## src/rtl/regfile_pkg.sv

```systemverilog
// Shared types and helpers for the multi-port register file.
package regfile_pkg;

  // Clear sequencer states: CLEAR sweeps zeros through the array, IDLE serves traffic.
  typedef enum logic {
    CLEAR = 1'b0,
    IDLE  = 1'b1
  } state_t;

  localparam int DATA_BITS_DEF = 16;
  localparam int REG_COUNT_DEF = 16;

  // Base bit offset of lane 'port' inside a packed multi-port bus of lane width 'width'.
  function automatic int rd_slice(input int port, input int width);
    return port * width;
  endfunction

endpackage

```

## src/rtl/regfile_mp_if.sv

```systemverilog
// Bus bundle for regfile_mp: write ports, packed read ports, clear request/busy.
// Handshake: there is no backpressure. A write enable is accepted at the rising
// edge whenever Busy is low and dropped whenever Busy is high; Clear_Req is a
// one-cycle request honoured only while the sequencer is idle.
interface regfile_mp_if
  import regfile_pkg::*;
#(
  parameter int DATA_BITS = DATA_BITS_DEF,
  parameter int ADDR_W    = 4,
  parameter int NUM_RD    = 2
) ();

  logic                        Clear_Req;
  logic                        Busy;
  state_t                      State_Dbg;
  logic                        W0_En;
  logic [ADDR_W-1:0]           W0_Addr;
  logic [DATA_BITS-1:0]        W0_Data;
  logic                        W1_En;
  logic [ADDR_W-1:0]           W1_Addr;
  logic [DATA_BITS-1:0]        W1_Data;
  logic [NUM_RD*ADDR_W-1:0]    Rd_Addr;
  logic [NUM_RD*DATA_BITS-1:0] Rd_Data;

  // Control unit / bench side.
  modport master (
    output Clear_Req, W0_En, W0_Addr, W0_Data, W1_En, W1_Addr, W1_Data, Rd_Addr,
    input  Busy, State_Dbg, Rd_Data
  );

  // Register file side.
  modport slave (
    input  Clear_Req, W0_En, W0_Addr, W0_Data, W1_En, W1_Addr, W1_Data, Rd_Addr,
    output Busy, State_Dbg, Rd_Data
  );

endinterface

```

## src/rtl/regfile_clear_fsm.sv

```systemverilog
// Clear sequencer: walks a pointer over every register after reset or on
// Clear_Req, emitting a zero-write strobe per cycle and holding Busy high.
module regfile_clear_fsm
  import regfile_pkg::*;
#(
  parameter int REG_COUNT = REG_COUNT_DEF,
  parameter int ADDR_W    = $clog2(REG_COUNT)
) (
  input  logic              Clk,
  input  logic              Rst_n,
  input  logic              Clear_Req,
  output state_t            State,
  output logic              Busy,
  output logic              Clr_We,
  output logic [ADDR_W-1:0] Clr_Addr
);

  localparam logic [ADDR_W-1:0] LAST_PTR = ADDR_W'(REG_COUNT - 1);

  // Sequencer state, pointer and Busy all update together at the edge.
  always_ff @(posedge Clk) begin
    if (!Rst_n) begin
      State    <= CLEAR;
      Busy     <= 1'b1;
      Clr_Addr <= '0;
    end else begin
      case (State)
        CLEAR: begin
          if (Clr_Addr == LAST_PTR) begin
            State    <= IDLE;
            Busy     <= 1'b0;
            Clr_Addr <= '0;
          end else begin
            Clr_Addr <= Clr_Addr + 1'b1;
          end
        end
        IDLE: begin
          if (Clear_Req) begin
            State    <= CLEAR;
            Busy     <= 1'b1;
            Clr_Addr <= '0;
          end
        end
        default: begin
          State    <= CLEAR;
          Busy     <= 1'b1;
          Clr_Addr <= '0;
        end
      endcase
    end
  end

  // The sweep writes only once reset is released; held reset leaves the array alone.
  assign Clr_We = Busy & Rst_n;

endmodule

```

## src/rtl/regfile_mp.sv

```systemverilog
// Multi-port register file: NUM_RD combinational read ports, two write ports
// (W1 wins on an address clash), hardware clear sweep, optional zero register.
// Optional macro REGFILE_BYPASS_EN: same-cycle write data is forwarded to
// matching read ports while idle (W1 before W0).
module regfile_mp
  import regfile_pkg::*;
#(
  parameter int DATA_BITS = DATA_BITS_DEF,
  parameter int REG_COUNT = REG_COUNT_DEF,
  parameter int NUM_RD    = 2,
  parameter int ZERO_REG  = 0,
  parameter int ADDR_W    = $clog2(REG_COUNT)
) (
  input logic         Clk,
  input logic         Rst_n,
  regfile_mp_if.slave bus
);

  logic [DATA_BITS-1:0]        mem [REG_COUNT];
  state_t                      state;
  logic                        busy;
  logic                        clr_we;
  logic [ADDR_W-1:0]           clr_addr;
  logic                        w0_ok;
  logic                        w1_ok;
  logic [NUM_RD*DATA_BITS-1:0] rd_data;
  logic [ADDR_W-1:0]           ra;
  logic [DATA_BITS-1:0]        rv;

  // An address is live if it exists and is not the hard-wired zero register.
  function automatic logic addr_live(input logic [ADDR_W-1:0] a);
    return (32'(a) < REG_COUNT) && !((ZERO_REG != 0) && (a == '0));
  endfunction

  regfile_clear_fsm #(
    .REG_COUNT(REG_COUNT),
    .ADDR_W   (ADDR_W)
  ) u_clear_fsm (
    .Clk      (Clk),
    .Rst_n    (Rst_n),
    .Clear_Req(bus.Clear_Req),
    .State    (state),
    .Busy     (busy),
    .Clr_We   (clr_we),
    .Clr_Addr (clr_addr)
  );

  // Qualify each write port: idle, out of reset, enabled, live address.
  always_comb begin
    w0_ok = bus.W0_En && !busy && Rst_n && addr_live(bus.W0_Addr);
    w1_ok = bus.W1_En && !busy && Rst_n && addr_live(bus.W1_Addr);
  end

  // Array update: clear sweep owns the array while busy; otherwise W1 is
  // written last so it overrides W0 on the same address.
  always_ff @(posedge Clk) begin
    if (clr_we) begin
      mem[clr_addr] <= '0;
    end else begin
      if (w0_ok) mem[bus.W0_Addr] <= bus.W0_Data;
      if (w1_ok) mem[bus.W1_Addr] <= bus.W1_Data;
    end
  end

  // Read muxes: zero while busy or for dead addresses, else stored (or bypassed) data.
  always_comb begin
    rd_data = '0;
    ra      = '0;
    rv      = '0;
    for (int i = 0; i < NUM_RD; i++) begin
      ra = bus.Rd_Addr[rd_slice(i, ADDR_W) +: ADDR_W];
      rv = '0;
      if (!busy && addr_live(ra)) begin
        rv = mem[ra];
`ifdef REGFILE_BYPASS_EN
        if (w1_ok && (bus.W1_Addr == ra)) begin
          rv = bus.W1_Data;
        end else if (w0_ok && (bus.W0_Addr == ra)) begin
          rv = bus.W0_Data;
        end
`else
        // Without forwarding, a write becomes visible the cycle after its edge.
`endif
      end
      rd_data[rd_slice(i, DATA_BITS) +: DATA_BITS] = rv;
    end
  end

  assign bus.Rd_Data   = rd_data;
  assign bus.Busy      = busy;
  assign bus.State_Dbg = state;

endmodule

```

## src/flat_wrapper.sv

```systemverilog
// flat-port wrapper written by rule: the top's interface ports become plain ports
module regfile_mp_flat import regfile_pkg::*;
#(
  parameter int DATA_BITS = DATA_BITS_DEF,
  parameter int REG_COUNT = REG_COUNT_DEF,
  parameter int NUM_RD    = 2,
  parameter int ZERO_REG  = 0,
  parameter int ADDR_W    = $clog2(REG_COUNT)
)
  (Clk, Rst_n, bus_Clear_Req, bus_W0_En, bus_W0_Addr, bus_W0_Data, bus_W1_En, bus_W1_Addr, bus_W1_Data, bus_Rd_Addr, bus_Busy, bus_State_Dbg, bus_Rd_Data);
  regfile_mp_if #(.DATA_BITS(DATA_BITS), .ADDR_W(ADDR_W), .NUM_RD(NUM_RD)) bus_i ();
  input logic Clk;
  input logic Rst_n;
  input wire logic [$bits(bus_i.Clear_Req)-1:0] bus_Clear_Req;
  input wire logic [$bits(bus_i.W0_En)-1:0] bus_W0_En;
  input wire logic [$bits(bus_i.W0_Addr)-1:0] bus_W0_Addr;
  input wire logic [$bits(bus_i.W0_Data)-1:0] bus_W0_Data;
  input wire logic [$bits(bus_i.W1_En)-1:0] bus_W1_En;
  input wire logic [$bits(bus_i.W1_Addr)-1:0] bus_W1_Addr;
  input wire logic [$bits(bus_i.W1_Data)-1:0] bus_W1_Data;
  input wire logic [$bits(bus_i.Rd_Addr)-1:0] bus_Rd_Addr;
  output wire logic [$bits(bus_i.Busy)-1:0] bus_Busy;
  output wire logic [$bits(bus_i.State_Dbg)-1:0] bus_State_Dbg;
  output wire logic [$bits(bus_i.Rd_Data)-1:0] bus_Rd_Data;
  assign bus_i.Clear_Req = bus_Clear_Req;
  assign bus_i.W0_En = bus_W0_En;
  assign bus_i.W0_Addr = bus_W0_Addr;
  assign bus_i.W0_Data = bus_W0_Data;
  assign bus_i.W1_En = bus_W1_En;
  assign bus_i.W1_Addr = bus_W1_Addr;
  assign bus_i.W1_Data = bus_W1_Data;
  assign bus_i.Rd_Addr = bus_Rd_Addr;
  assign bus_Busy = bus_i.Busy;
  assign bus_State_Dbg = bus_i.State_Dbg;
  assign bus_Rd_Data = bus_i.Rd_Data;
  regfile_mp #(.DATA_BITS(DATA_BITS), .REG_COUNT(REG_COUNT), .NUM_RD(NUM_RD), .ZERO_REG(ZERO_REG), .ADDR_W(ADDR_W)) u_core (.Clk(Clk), .Rst_n(Rst_n), .bus(bus_i));
endmodule
```

## config.mk

```make
export PLATFORM = sky130hd
export DESIGN_NAME = regfile_mp_flat
export DESIGN_NICKNAME = d
export VERILOG_FILES = /design/src/rtl/regfile_pkg.sv /design/src/rtl/regfile_mp_if.sv /design/src/rtl/regfile_clear_fsm.sv /design/src/rtl/regfile_mp.sv /design/src/flat_wrapper.sv
export SDC_FILE = /design/constraint.sdc
export NUM_CORES = 1
export LEC_CHECK = 0
export ABC_CLOCK_PERIOD_IN_PS = 8500
export BUFFER_PORTS_ARGS = -buffer_cell sky130_fd_sc_hd__buf_2
export CAP_MARGIN = 20
export CORE_MARGIN = 2
export CORE_UTILIZATION = 50
export CTS_CLUSTER_DIAMETER = 50
export DETAILED_ROUTE_END_ITERATION = 10
export PLACE_DENSITY = 0.67
export REMOVE_ABC_BUFFERS = 1
export SETUP_SLACK_MARGIN = 0.02
export SYNTH_ARGS = -nofsm -noshare
export SYNTH_HDL_FRONTEND = slang
export SYNTH_SLANG_ARGS = --single-unit
```

## constraint.sdc

```tcl
create_clock -name Clk -period 8.5 [get_ports Clk]
set_input_delay 1.275 -clock Clk [delete_from_list [all_inputs] [get_ports Clk]]
set_output_delay 1.275 -clock Clk [all_outputs]
set_load 0.03 [all_outputs]
```

# Yosys cells after proc, flatten, opt, wreduce, memory -nomap -nowiden
# Memory sizes are Yosys's and may differ from the RTL's.
# Cells that the tools add are included.
dict set report totals {
  ff_bits 6
  ramBits 256
  in_bits 53
  output_inout_bits 34
  memories 1
}
dict set report classes {
  addsub 1
  n_eq_ne 3
  muxes 22
  bitwise_logic 2
  reduce_logical 7
}
# memory depth word_bits rd rd_ports_with_merged_regs wr line_no
set memory_table {}
lappend memory_table {u_core.mem 16 16 2 0 2 regfile_mp.sv:19} ;# logic [DATA_BITS-1:0] mem [REG_COUNT];
# operator n
set ops {}
lappend ops {{$mux 16} 3}
lappend ops {{$reduce_or 16->1} 1}
lappend ops {{$mux 1} 13}
lappend ops {{$mux 4} 3}
lappend ops {{$pmux 4 s2} 1}
lappend ops {{$add 4x1->4 const B} 1}
lappend ops {{$eq 4x4->1 const B} 1}
lappend ops {{$logic_and 1x1->1} 4}
lappend ops {{$ne 2x2->1 const B} 2}
lappend ops {{$pmux 1 s2} 2}
lappend ops {{$reduce_and 2->1} 1}
lappend ops {{$and 1x1->1} 1}
lappend ops {{$logic_not 1->1} 1}
lappend ops {{$not 1->1} 1}

# Longest topological paths before layout
# Gate-level depths: netlist of run 1.
dict set report logic_depth {
  word_depth 8
  ltp_mapped 8
  depth_no_buf 5
}

# Hierarchy
# From an unflattened synthesis of run 1, not the netlist that was laid out.
dict set report unflattened {
  hier_cells 1428
  area_unflattened_um2 15876.5
}
# mod instances cells_each area_each_um2 seq_area_each_um2
set by_module_without_submodules {}
lappend by_module_without_submodules {regfile_mp 1 1396 15598.7 7687.4}
lappend by_module_without_submodules {regfile_clear_fsm 1 32 277.8 120.1}

# Least setup slack after synthesis of run 1
# Ideal clock, no wire load.
dict set report synth_path {
  path_kind {input-to-output}
  start {input port bus_Rd_Addr[4]}
  end {output port bus_Rd_Data[26]}
  arrival_time_ns 2.889
  required_ns 7.225
  setup_slack_ns 4.336
  stages 7
  path_buffers 3
  cell_sequence {buf_2 buf_4 buf_2 mux2i_1 a22oi_1 nand2_1 o21ai_0}
}
dict set report synth_via {
  elab_chain_cells 2
}
# element line_no
set synth_rtl {}
lappend synth_rtl {{start, declared} flat_wrapper.sv:21} ;# input wire logic [$bits(bus_i.Rd_Addr)-1:0] bus_Rd_Addr;
lappend synth_rtl {{$mem_v2 16x16} --}
lappend synth_rtl {{$mux 16} regfile_mp.sv:73} ;# if (!busy && addr_live(ra)) begin
lappend synth_rtl {{end, declared} flat_wrapper.sv:24} ;# output wire logic [$bits(bus_i.Rd_Data)-1:0] bus_Rd_Data;
# Every way passes these cells.

# Worst setup path after layout of run 1
dict set report layout_path {
  start {input port bus_Rd_Addr[2]}
  end {output port bus_Rd_Data[14]}
}
# Same word-level chain as after synthesis.

==> results.py, run 1 <==
metrics = {
    "worst_setup_path": {
        "setup.worst_path.start": "bus_Rd_Addr[2]",
        "cp_slowest_stage_delay_ps": 740,
        "cp_data_required_time_ps": 7220,
        "worstPathArrival_ps": 3850,
        "critPathTopFamily": "buffers and inverters",
        "cp_slowest_cell": "nor2b_2",
        "worstSetupStartpointType": "primary input",
        "cp.buffers_inverters": 3,
        "endpoint_kind": "primary output",
        "reg2reg_depth": 5,
        "worstReg2RegStart": "u_core.u_clear_fsm.Busy",
        "critPathKind": "primary input to primary output",
        "r2r_slack_ps": 5010,
        "r2r-end": "u_core.mem[12][5]",
        "crit_top_cell": "buf_2",
        "crit_fanout": 23,
        "cp_cell_sequence": "buf_2 > nor2b_2 > buf_4 > a22oi_1 > a211oi_1 > a21oi_1 > buf_2",
    },
    "routing": {
        "drc": 0,
        "drt-pass1-iter-count": 5,
        "met2WireLength_um": 24300,
        "viasPerCell": 6.63,
        "finalWirelength_um": 51800,
        "wl_met1_um": 20000,
        "topRoutingLayerUsed": "met4",
        "vias": 11800,
        "route.met3.wl_um": 5320,
        "wire_per_inst_um": 29.0,
        "initialDrtViolationCount": 1492,
        "final_antenna_net_count": 0,
    },
    "floorplan": {
        "coreArea_um2": 31500,
        "rows": 65,
        "initial_utilization": 0.505,
        "die_w_um": 182,
        "die-height_um": 182,
        "ioPinCount": 87,
        "die_area_um2": 33200,
    },
    "clock_tree": {
        "numCtsBuffers": 36,
        "hold_buffers": 0,
        "cts_htree_levels": 2,
        "clk_pin_slew_ps": 50,
        "cts_sinks": 262,
        "cts_setup_buffers": 0,
        "insertion_delay_ps": 530,
        "cts.path.max_buffers": 3,
        "clock-root-buffer": "clkbuf_16",
        "cts_tree": "yes",
        "ctsResizeCount": 0,
    },
    "power": {
        "p_leak_nw": 7.01,
        "power_density_nw_per_um2": 178,
        "combPwrFrac": 0.071,
        "ir_drop_mv": 0.121,
        "p_int_mw": 2.44,
        "swShare": 0.233,
        "p_sw_mw": 0.742,
        "p_clk_frac": 0.481,
        "p_seq_frac": 0.448,
    },
    "global_routing": {
        "antenna_found_initial": 1,
        "grt_use_total": 0.311,
        "grt_pass1_wl_um": 74700,
        "overflow": 0,
        "grt_pass1_vias": 11700,
        "grt_max_degree": 73,
    },
    "timing": {
        "setup_viol": 0,
        "min_period_ps": 5120,
        "relSlewSlack": 0.203,
        "fmax_mhz": 195,
        "finalSetupTns_ps": 0,
        "rsz0062_at_grt": "no",
        "worst_pin_slew_ps": 1200,
        "skew_ps": 30.8,
        "slew_viol_final": 0,
        "hold_viol_final": 0,
        "post-route-period-util": 0.603,
    },
    "layout": {
        "finalNetCount": 1412,
        "drive_gt1_frac": 0.282,
        "final_util": 0.567,
        "area_growth_pct": 12.2,
    },
    "yosys": {
        "syn-instance-count": 1336,
        "synth-seq-cells": 262,
        "synth_top_family_by_area": "multiplexers",
        "synth_edf_count": 256,
        "synth_xor_area_frac": 0.000551,
        "yosys.area_share.simple": 0.0996,
        "synth_adder_area_share": 0.000787,
        "synth.area.mux_share": 0.262,
        "synth_cell_types": 53,
        "synth.avg_cell_area_um2": 11.9,
        "synth_ff_type": "edfxtp_1",
        "netlist_area_um2": 15900,
        "ys_seq_area_frac": 0.491,
        "synthArstFlopShare": 0,
        "yosysWarnings": 0,
        "synth_compound_area_frac": 0.105,
    },
    "min_path": {
        "hold_path.class": "register to register",
        "hold_depth": 2,
        "hold_path_end": "u_core.u_clear_fsm.Clr_Addr[3]",
        "min-delay-start": "u_core.u_clear_fsm.Clr_Addr[3]",
    },
    "place": {
        "globalplace.congestion": 0.837,
        "portBuffers": 86,
        "dp_hpwl_um": 28500,
    },
    "run_status": {
        "run_status": "finished, final reports clean",
    },
    "run": {
        "maxCapViolations": 0,
    },
}
cells by family (layout without fill, tap and decap cells):
logic type / after synthesis / count (layout)
xor gates and xnor gates: 1 / 1
DFF: 262 / 262
adders and majority gates: 1 / 1
other: 0 / 1
muxes: 340 / 340
buffers and inverters: 137 / 186
AOI/OAI and AO/OA: 276 / 276
and+or+nand+nor: 319 / 319
through the flow:
stage	std cells	worst slack (ps)	total power, mW	area (µm²)	hold WS [ps]
after floorplan	1204	4270	1.55	15300	498
after global placement	1721	3500	1.67	16600	535
after detailed placement	1721	3460	1.67	16600	551
after CTS	1786	3460	3.18	17800	560
after global routing	1787	3330	3.26	17800	595
final	1788	3380	3.18	17800	555
worst register-to-register path: stages, from the launching register on:
cell      delay (ps)
dfxtp_1          550
and3b_2         1000
mux2i_1          200
nand2b_1         300
o21bai_2         740
buf_4            380
flip-flops by register name (all words and copies together), names as in the netlist:
name and cells:
u_core.mem 256, u_core.u_clear_fsm.Busy 1, u_core.u_clear_fsm.Clr_Addr 4, u_core.u_clear_fsm.State 1
cell usage in the layout, fill, tap and decap left out, types with 9 or more instances in the layout:
cell,n
mux2i_1,167
nand3_1,36
mux2_2,119
a22oi_1,71
mux4_2,45
mux2_4,9
nand2_1,191
edfxtp_1,256
clkbuf_16,38
buf_2,84
o21ai_0,145
buf_4,29
and2_1,20
nand2b_1,20
layout make-up:
type	count	area (µm²)
Fill cell	2563	13600
Antenna cell	1	2.50
Timing Repair Buffer	116	672
Clock inverter	24	254
Tap cell	402	503
Clock buffer	41	962
Inverter	5	18.8
Multi-Input combinational cell	937	7620
Sequential cell	262	7810
per-layer routing:
layer  GRT usage  vias up
met4       0.132        0
met1       0.410     5847
met2       0.507      719
met5           0        -
met3      0.0579      136
li1            -     5146
power by group through the flow:
stage | combinational (mW) | sequential [mW] | clock (mW)
global route | 0.237 | 1.42 | 1.60
detailed placement | 0.221 | 1.45 | 0
finish | 0.226 | 1.42 | 1.53
floorplan | 0.101 | 1.45 | 0
global placement | 0.218 | 1.45 | 0
CTS | 0.221 | 1.42 | 1.54
synthesized netlist by cell type (all sizes together), types with 2 or more instances:
master | number | area, µm²
edfxtp | 256 | 7690
nand2 | 197 | 769
mux2i | 167 | 1670
o21ai | 154 | 771
mux2 | 128 | 1480
clkbuf | 78 | 293
a22oi | 71 | 533
buf | 54 | 345
mux4 | 45 | 1010
nand3 | 38 | 208
and2 | 20 | 125
nand2b | 20 | 125
nor2 | 14 | 76.3
nor2b | 9 | 56.3
a21oi | 8 | 40.0
a221oi | 8 | 70.1
o21bai | 8 | 60.1
nor3 | 7 | 55.1
o211ai | 7 | 52.6
dfxtp | 6 | 120
a211oi | 5 | 37.5
inv | 5 | 18.8
a31oi | 4 | 25.0
nor3b | 4 | 30.0
o2111ai | 3 | 26.3
a21boi | 2 | 15.0
and3b | 2 | 17.5
nor4 | 2 | 33.8
o21a | 2 | 15.0
o22ai | 2 | 12.5
worst max-delay path by stage:
stage	end	slack (ps)	cells after the start
after floorplan	bus_Rd_Data[14]	4270	4
after CTS	bus_Rd_Data[6]	3460	7
after global routing	bus_Rd_Data[14]	3330	7
after detailed placement	bus_Rd_Data[6]	3460	7
after global placement	bus_Rd_Data[29]	3500	6
final	bus_Rd_Data[14]	3380	7
Note: power is estimated with default switching activity, not from simulation.
==> run 2, diff against run 1 <==
- ABC_CLOCK_PERIOD_IN_PS: 8500 -> 4300
- PLACE_DENSITY: 0.67 -> 0.7
- clock period: 8.5 -> 4.3 ns (I/O delays scaled with it)
==> results.py, run 2 (synthesis gave the netlist of run 1 again) <==
metrics = {
    "min_path": {
        "hold_path_end": "u_core.u_clear_fsm.Busy",
        "hold_path.class": "primary input to register",
        "hold_depth": 2,
        "min-delay-start": "Rst_n",
    },
    "global_routing": {
        "gr-usage-met2": 0.493,
        "met3_usage": 0.0617,
        "overflow": 0,
        "grt_pass1_wl_um": 76100,
        "grt_use_total": 0.316,
        "busiest_layer": "met2",
        "antenna_found_initial": 1,
        "grt_pass1_vias": 11900,
        "grt_max_degree": 54,
        "use_met1": 0.437,
    },
    "worst_setup_path": {
        "critPathKind": "register to primary output",
        "worstPathArrival_ps": 2530,
        "crit_fanout": 16,
        "r2r-end": "u_core.mem[6][13]",
        "r2r_slack_ps": 1230,
        "reg2reg_depth": 5,
        "worstSetupStartpointType": "register",
        "worstReg2RegStart": "u_core.u_clear_fsm.Busy",
        "cp_data_required_time_ps": 3650,
        "endpoint_kind": "primary output",
    },
    "timing": {
        "hold_viol_final": 0,
        "fmax_mhz": 315,
        "relSlewSlack": 0.404,
        "finalSetupTns_ps": 0,
        "min_period_ps": 3180,
        "skew_ps": 15.1,
        "setup_viol": 0,
        "post-route-period-util": 0.739,
        "rsz0062_at_grt": "no",
        "worst_pin_slew_ps": 890,
        "slew_viol_final": 0,
        "fin_ws_ps": 1120,
    },
    "clock_tree": {
        "hold_buffers": 0,
        "cts_sinks": 262,
        "cts_setup_buffers": 0,
        "numCtsBuffers": 35,
        "clock-root-buffer": "clkbuf_16",
        "cts.path.max_buffers": 3,
        "insertion_delay_ps": 520,
        "clk_pin_slew_ps": 50,
        "cts_tree": "yes",
        "ctsResizeCount": 0,
        "cts_htree_levels": 2,
    },
    "layout": {
        "top_register": "u_core.mem",
        "area_growth_pct": 13.4,
        "drive_gt1_frac": 0.295,
        "top_regs": "u_core.mem x256, u_core.u_clear_fsm.Clr_Addr x4",
        "final_cell_mix": "edfxtp_1 (256), nand2_1 (191), mux2i_1 (167), o21ai_0 (145), mux2_2 (119)",
        "final_cells": 1817,
        "final_util": 0.573,
        "largest_register_ffs": 256,
        "final_common_cell": "edfxtp_1",
        "finalNetCount": 1444,
    },
    "place": {
        "portBuffers": 86,
        "globalplace.congestion": 0.856,
        "pre_cts_ws_ps": 1150,
        "dp.cells": 1755,
        "dp_hpwl_um": 30300,
    },
    "floorplan": {
        "die_w_um": 182,
        "die-height_um": 182,
        "die_area_um2": 33200,
        "rows": 65,
        "initial_utilization": 0.505,
        "coreArea_um2": 31500,
        "ioPinCount": 87,
    },
    "routing": {
        "wire_per_inst_um": 28.8,
        "drt-pass1-iter-count": 5,
        "final_antenna_net_count": 0,
        "initialDrtViolationCount": 1662,
        "finalWirelength_um": 52400,
        "vias": 12200,
        "drc": 0,
        "viasPerCell": 6.71,
    },
    "power": {
        "p_leak_nw": 7.18,
        "ir_drop_mv": 0.263,
        "power_density_nw_per_um2": 347,
        "power_mw": 6.25,
    },
    "run": {
        "maxCapViolations": 0,
    },
    "run_status": {
        "run_status": "finished, final reports clean",
    },
}
-- run 2: cell count changes in the layout (fill, tap and decap cells not counted), sizes merged --
cell      previous run  this run
clkinvlp             6         3
bufinv               4         5
buf                116       149
clkinv              11        10
clkbuf              41        42
inv                  8         6
-- run 2: area by class of cell --
type                            count  area [µm²]
Fill cell                        2579       13400
Sequential cell                   262        7810
Multi-Input combinational cell    937        7560
Timing Repair Buffer              149         966
Clock buffer                       42         945
Tap cell                          402         503
Clock inverter                     19         230
Inverter                            5        18.8
Antenna cell                        1        2.50
-- run 2: metrics by stage --
stage,instance area (µm²),hold slack [ps]
2_1_floorplan,15300,498
3_3_place_gp,16900,536
3_5_place_dp,16900,538
4_1_cts,18000,452
5_1_grt,18000,473
6_report,18000,450
-- run 2: how the worst max path moves through the flow --
stage                     cells past startpoint                 to  slack [ps]                    start
after detailed placement                      5  u_core.mem[6][13]        1150                    Rst_n
after global placement                        5  u_core.mem[6][14]        1190                    Rst_n
after floorplan                               3  u_core.mem[12][0]         860           bus_W1_Addr[1]
after CTS                                     5    bus_Rd_Data[24]        1190  u_core.u_clear_fsm.Busy
final                                         5    bus_Rd_Data[24]        1120  u_core.u_clear_fsm.Busy
after global routing                          6    bus_Rd_Data[19]        1090           bus_Rd_Addr[4]
-- run 2: worst max-delay path, stage by stage, from the launching register on --
cell      delay, ps
dfxtp_1         530
nand2b_1        560
a221oi_1        400
o21ai_0         140
nand2_1         150
buf_2           220
-- run 2: power breakdown --
part | switching, mW | internal (mW)
logic | 0.289 | 0.177
registers | 0.0174 | 2.80
clock network | 1.11 | 1.86
-- run 2: per-layer routing --
layer,vias up,part of all wire
li1,5205,-
met1,5986,0.39
met2,854,0.45
met3,153,0.12
met4,2,0.041
met5,-,0.00021
